==> src/rtl/cache_mem_bridge.sv <==
// cache_mem_bridge: cache read/write slots to a split addr_ok/data_ok word bus.
// Define BRIDGE_RD_FIRST_EN to let reads bypass a pending write to another line.
module cache_mem_bridge #(
  parameter int OUTSTANDING = 4
) (
  input  logic         clk,
  input  logic         resetn,
  input  logic         rd_req,
  input  logic [2:0]   rd_type,
  input  logic [31:0]  rd_addr,
  output logic         rd_rdy,
  output logic         ret_valid,
  output logic         ret_last,
  output logic [31:0]  ret_data,
  input  logic         wr_req,
  input  logic [2:0]   wr_type,
  input  logic [31:0]  wr_addr,
  input  logic [3:0]   wr_wstrb,
  input  logic [127:0] wr_data,
  output logic         wr_rdy,
  output logic         mem_req,
  output logic         mem_wr,
  output logic [31:0]  mem_addr,
  output logic [3:0]   mem_wstrb,
  output logic [31:0]  mem_wdata,
  input  logic         mem_addr_ok,
  input  logic         mem_data_ok,
  input  logic [31:0]  mem_rdata
);

  typedef enum logic [1:0] {IDLE, WR_ISSUE, RD_ISSUE} state_t;

  localparam logic [2:0] MAX = 3'(OUTSTANDING);

  state_t       state, state_nxt;
  logic [1:0]   cnt;
  logic         rd_valid, rd_sent, rd_line;
  logic [31:2]  rd_addr_q;
  logic         wr_valid, wr_line;
  logic [31:2]  wr_addr_q;
  logic [127:0] wr_data_q;
  logic [3:0]   wr_strb_q;
  logic [2:0]   out_cnt;
  logic [3:0]   fifo_q, fifo_nxt;
  logic [1:0]   ret_cnt, widx, push_idx;
  logic         acc, last_word, can_issue;
  logic         push, pop, rd_rsp, ret_done;
  logic         rd_pend, hazard;
  logic         unused_addr;

  assign unused_addr = ^{rd_addr[1:0], wr_addr[1:0]};

  assign rd_rdy    = resetn & ~rd_valid;
  assign wr_rdy    = resetn & ~wr_valid;
  assign pop       = mem_data_ok & (out_cnt != 3'd0);
  assign can_issue = (out_cnt != MAX) | pop;
  assign acc       = mem_req & mem_addr_ok;
  assign push      = acc;
  assign rd_rsp    = pop & ~fifo_q[0];
  assign ret_done  = rd_rsp & (~rd_line | (ret_cnt == 2'd3));
  assign rd_pend   = rd_valid & ~rd_sent;
  assign hazard    = wr_valid & (rd_addr_q[31:4] == wr_addr_q[31:4]);
  assign push_idx  = out_cnt[1:0] - {1'b0, pop};

  // Drive the current bus word from the active slot
  always_comb begin
    mem_req   = 1'b0;
    mem_wr    = 1'b0;
    mem_addr  = 32'h0;
    mem_wstrb = 4'h0;
    mem_wdata = 32'h0;
    last_word = 1'b0;
    widx      = wr_line ? cnt : wr_addr_q[3:2];
    unique case (state)
      WR_ISSUE: begin
        mem_req   = can_issue;
        mem_wr    = 1'b1;
        mem_wdata = wr_data_q[{widx, 5'b0} +: 32];
        if (wr_line) begin
          mem_addr  = {wr_addr_q[31:4], cnt, 2'b00};
          mem_wstrb = 4'hf;
          last_word = (cnt == 2'd3);
        end else begin
          mem_addr  = {wr_addr_q, 2'b00};
          mem_wstrb = wr_strb_q;
          last_word = 1'b1;
        end
      end
      RD_ISSUE: begin
        mem_req = can_issue;
        if (rd_line) begin
          mem_addr  = {rd_addr_q[31:4], cnt, 2'b00};
          last_word = (cnt == 2'd3);
        end else begin
          mem_addr  = {rd_addr_q, 2'b00};
          last_word = 1'b1;
        end
      end
      default: ;
    endcase
  end

  // Pick the next slot to serve and return to idle after its last word
  always_comb begin
    state_nxt = state;
    unique case (state)
      IDLE: begin
`ifdef BRIDGE_RD_FIRST_EN
        if (rd_pend && !hazard)
          state_nxt = RD_ISSUE;
        else if (wr_valid)
          state_nxt = WR_ISSUE;
`else
        if (wr_valid)
          state_nxt = WR_ISSUE;
        else if (rd_pend)
          state_nxt = RD_ISSUE;
`endif
      end
      WR_ISSUE, RD_ISSUE:
        if (acc && last_word)
          state_nxt = IDLE;
      default: state_nxt = IDLE;
    endcase
  end

  // Issue state and word counter, stepping only on acceptance
  always_ff @(posedge clk or negedge resetn) begin
    if (!resetn) begin
      state <= IDLE;
      cnt   <= 2'd0;
    end else begin
      state <= state_nxt;
      if (acc)
        cnt <= last_word ? 2'd0 : cnt + 2'd1;
    end
  end

  // Read slot: held until its final word is returned
  always_ff @(posedge clk or negedge resetn) begin
    if (!resetn) begin
      rd_valid  <= 1'b0;
      rd_sent   <= 1'b0;
      rd_line   <= 1'b0;
      rd_addr_q <= '0;
    end else if (rd_req && rd_rdy) begin
      rd_valid  <= 1'b1;
      rd_sent   <= 1'b0;
      rd_line   <= (rd_type == 3'b100);
      rd_addr_q <= rd_addr[31:2];
    end else begin
      if (state == RD_ISSUE && acc && last_word)
        rd_sent <= 1'b1;
      if (ret_done)
        rd_valid <= 1'b0;
    end
  end

  // Write buffer: freed once its last word is accepted
  always_ff @(posedge clk or negedge resetn) begin
    if (!resetn) begin
      wr_valid  <= 1'b0;
      wr_line   <= 1'b0;
      wr_addr_q <= '0;
      wr_data_q <= '0;
      wr_strb_q <= 4'h0;
    end else if (wr_req && wr_rdy) begin
      wr_valid  <= 1'b1;
      wr_line   <= (wr_type == 3'b100);
      wr_addr_q <= wr_addr[31:2];
      wr_data_q <= wr_data;
      wr_strb_q <= wr_wstrb;
    end else if (state == WR_ISSUE && acc && last_word) begin
      wr_valid <= 1'b0;
    end
  end

  // Type FIFO next value: shift out the head, append at the tail
  always_comb begin
    fifo_nxt = pop ? (fifo_q >> 1) : fifo_q;
    if (push)
      fifo_nxt[push_idx] = mem_wr;
  end

  // Outstanding tracking: occupancy and per-request type
  always_ff @(posedge clk or negedge resetn) begin
    if (!resetn) begin
      out_cnt <= 3'd0;
      fifo_q  <= 4'h0;
    end else begin
      out_cnt <= out_cnt + {2'b0, push} - {2'b0, pop};
      fifo_q  <= fifo_nxt;
    end
  end

  // Registered return path for read responses
  always_ff @(posedge clk or negedge resetn) begin
    if (!resetn) begin
      ret_valid <= 1'b0;
      ret_last  <= 1'b0;
      ret_data  <= 32'h0;
      ret_cnt   <= 2'd0;
    end else begin
      ret_valid <= rd_rsp;
      ret_last  <= ret_done;
      if (rd_rsp) begin
        ret_data <= mem_rdata;
        ret_cnt  <= ret_done ? 2'd0 : ret_cnt + 2'd1;
      end
    end
  end

endmodule

==> config.mk <==
export PLATFORM = sky130hd
export DESIGN_NAME = cache_mem_bridge
export DESIGN_NICKNAME = d
export VERILOG_FILES = /design/src/rtl/cache_mem_bridge.sv
export SDC_FILE = /design/constraint.sdc
export NUM_CORES = 1
export LEC_CHECK = 0
export BUFFER_PORTS_ARGS = -buffer_cell sky130_fd_sc_hd__buf_2
export CAP_MARGIN = 20
export CORE_MARGIN = 10
export CORE_UTILIZATION = 50
export DETAILED_ROUTE_END_ITERATION = 8
export GPL_TIMING_DRIVEN = 1
export MAX_ROUTING_LAYER = met4
export PLACE_DENSITY = 0.89
export SLEW_MARGIN = 20
export SYNTH_ARGS = -nofsm -noshare
export SYNTH_HDL_FRONTEND = slang
export SYNTH_SLANG_ARGS = --single-unit
==> constraint.sdc <==
create_clock -name clk -period 3.95 [get_ports clk]
set_input_delay 0.79 -clock clk [delete_from_list [all_inputs] [get_ports clk]]
set_output_delay 0.79 -clock clk [all_outputs]
set_load 0.005 [all_outputs]
==> impl_metrics.toml <==
[outcome]
status = "complete, no violations"

[critical_path]
reg2reg_to = "out_cnt[2]"
r2r_setup_slack_ns = 1.35
end_kind = "output port"
arrival_ns = 2.57
required_ns = 3.16
startpoint_type = "flip-flop"
rr_worst_depth = 10
critPathMaxFanout = 74
regToRegStartpoint = "out_cnt[1]"
path_class = "flip-flop to output port"

[timing]
finalCritPeriodShare_pct = 85.0
drv_slew = 0
hold_viol_final = 0
clock_skew_ns = 0.0194
tns_ns = 0
fmax_mhz = 298
min_period_ns = 3.36
tightest_slew_ns = 0.966
rsz0062_at_grt = "false"
relSlewSlack_pct = 35.6
setup_viol = 0

[route]
drt_iter0_markers = 743
drtPass1Iterations = 5
wl_per_cell_um = 20.3
via_count = 9292
routed_wl_um = 34000
viasPerCell = 5.55
antenna_left = 0
post-route-drc-count = 0

[floorplan]
die_h_um = 173
rows = 55
start_util_pct = 51.2
core_area_um2 = 22800
io_pins = 346
die-area_um2 = 29800
die_w_um = 173

[clocking]
cts_buffers = 26
postCtsResizedCells = 0
clk_pin_slew_worst_paths_ns = 0.06
insertion_delay_ns = 0.54
cts.sink_count = 244
root_buffer = "clkbuf_16"
htree_num_levels = 1
cts_max_path_buffers = 3
cts_tree = "built"
cts_setup_buffers = 0
postCtsHoldBufs = 0

[placement]
post-dp-hpwl_um = 24100
placed_cells = 1614
numPortBuffers = 339
place.gp.congestion = 0.823

[power_and_ir_drop]
p_sw_mw = 4.25
power_frac_seq_pct = 39.0
clkPwrFrac_pct = 20.5
p_leak_nw = 7.08
irDropWorstVdd_mv = 0.477
power.density_nw_per_um2 = 793
intPower_mw = 7.23
power_frac_comb_pct = 40.5
switching_share_pct = 37.0

[grt]
overflow = 0
antenna_found_initial = 11
track_usage_pct = 22.6
grt_max_degree = 78
grt_pass1_vias = 10069
grt_pass1_wl_um = 54100

[logic_synthesis]
synthTopCellsByArea = "dfrtp_1, mux2_1, nand2_1"
synth_xor_area_share_pct = 0.300
synth-compound-area-share_pct = 7.04
synth_top_family_by_area = "multiplexers"
ys_types = 50
synth_cells = 1018
async_flop_share_pct = 100
synth_ff_type = "dfrtp_1"
synth-seq-cells = 244
avgSynthCellArea_um2 = 11.5
synth_common_cells = "dfrtp_1, mux2_1, nand2_1, nor2_1, mux2i_1"
synth_edf_count = 0
yosys.area_share.simple_pct = 13.6
yosysSeqAreaShare_pct = 52.4
yosysWarnings = 0
yosysTopAreaCellShare_pct = 52.4
muxShareOfSynthArea_pct = 22.2
synth_top_area_cell = "dfrtp_1"
synth_fa_ha_area_share_pct = 1.03
yosysMostFrequentCell = "dfrtp_1"
syn_area_um2 = 11700

[final_layout]
ff_latch_area_um2 = 6110
fin_nets = 1578
stdcell_count = 1673
postLayoutCoreUtil_pct = 63.5
areaGrowthSynthToFinish_pct = 24.1
multi_input_area_um2 = 5180
drive_above_1_share_pct = 30.8
num-fill-cells = 1747

[flow_run]
cap_violations = 0

[min_path]
hold_class = "input port to asynchronous set/reset pin"
==> cell usage in the layout, fill, tap and decap left out, types with 2 or more instances in the layout <==
cell and count:
a21oi_1 18, a22o_1 2, a22oi_1 29, a31oi_1 2, buf_12 3, buf_2 338, buf_4 15, clkbuf_1 8
clkbuf_16 26, clkbuf_8 5, clkinv_2 5, clkinv_8 2, conb_1 2, dfrtp_1 243, diode_2 12, ha_1 7
inv_1 9, inv_2 2, mux2_1 193, mux2_2 3, mux2i_1 36, nand2_1 109, nand2b_1 20, nand3_1 24
nand3b_1 18, nor2_1 80, nor2b_1 32, nor3_1 18, nor3b_1 17, o211ai_1 17, o21ai_1 3, o22ai_1 15
o311a_1 17, xnor2_1 3
==> metal layers <==
| layer | GRT usage [%] | vias to the layer above | part of all wire [%] |
|---|---|---|---|
| met4 | 9.88 | 0 | 3.5 |
| met1 | 26.0 | 4695 | 39 |
| met5 | - | - | 0 |
| met2 | 37.8 | 317 | 51 |
| met3 | 4.55 | 76 | 5.9 |
| li1 | - | 4204 | - |
==> cell type report <==
| class | count | area share, % |
|---|---|---|
| Clock buffer | 39 | 5.18 |
| Timing Repair Buffer | 357 | 13.0 |
| Inverter | 12 | 0.398 |
| Antenna cell | 12 | 0.208 |
| Sequential cell | 244 | 42.2 |
| Clock inverter | 8 | 0.545 |
| Tap cell | 313 | 2.71 |
| Multi-Input combinational cell | 688 | 35.8 |
==> worst max-delay path, cell delays in order, from the launching register on <==
cell and delay [ns]:
dfrtp_2 0.41, buf_4 0.52, mux2i_2 0.27, buf_4 0.30
nor2_1 0.07, nand3_1 0.08, o311a_1 0.21, buf_2 0.13
==> worst max-delay path by stage <==
stage / startpoint / end / slack [ns] / depth (start not counted)
2_1_floorplan: mem_data_ok / out_cnt[2] / 1.13 / 11
3_3_place_gp: mem_data_ok / ret_cnt[1] / 0.92 / 6
3_5_place_dp: mem_data_ok / out_cnt[2] / 0.97 / 11
4_1_cts: wr_line / mem_wdata[0] / 0.59 / 7
5_1_grt: wr_line / mem_wdata[30] / 0.41 / 7
6_report: wr_line / mem_wdata[30] / 0.59 / 7
==> cell families (layout without fill, tap and decap cells) <==
group / after synthesis / in the layout
flops: 244 / 244
xor+xnor: 4 / 4
fa+ha+maj: 9 / 9
simple gates: 328 / 328
buf+inv: 87 / 416
compound gates: 111 / 111
other cells: 1 / 14
mux: 234 / 234
==> stage by stage <==
step                total power [mW]  hold slack [ns]  cell area [um^2]  worst slack, ns
floorplan                       7.46            0.443             11700             1.13
global placement                8.83            0.454             13600            0.921
detailed placement              9.16            0.457             13600            0.974
CTS                             11.6            0.162             14400            0.591
global route                    12.3            0.177             14500            0.406
finish                          11.5            0.162             14500            0.592
==> sequential cells by signal (all words and copies together), names as in the netlist <==
| signal | flops |
|---|---|
| rd_valid | 1 |
| wr_data_q | 128 |
| rd_line | 1 |
| ret_valid | 1 |
| ret_last | 1 |
| cnt | 2 |
| state | 2 |
| ret_data | 32 |
| out_cnt | 3 |
| wr_line | 1 |
| wr_strb_q | 4 |
| rd_sent | 1 |
| ret_cnt | 2 |
| fifo_q | 4 |
| rd_addr_q | 30 |
| wr_addr_q | 30 |
| wr_valid | 1 |
==> power by group through the flow <==
| stage | sequential (mW) | clock (mW) | combinational (mW) |
|---|---|---|---|
| after global placement | 4.37 | 0 | 4.46 |
| after CTS | 4.46 | 2.41 | 4.71 |
| after detailed placement | 4.49 | 0 | 4.67 |
| final | 4.47 | 2.36 | 4.65 |
| after global routing | 4.61 | 2.52 | 5.15 |
| after floorplan | 4.28 | 0 | 3.18 |
No activity file was read; power rests on OpenSTA's default activity.
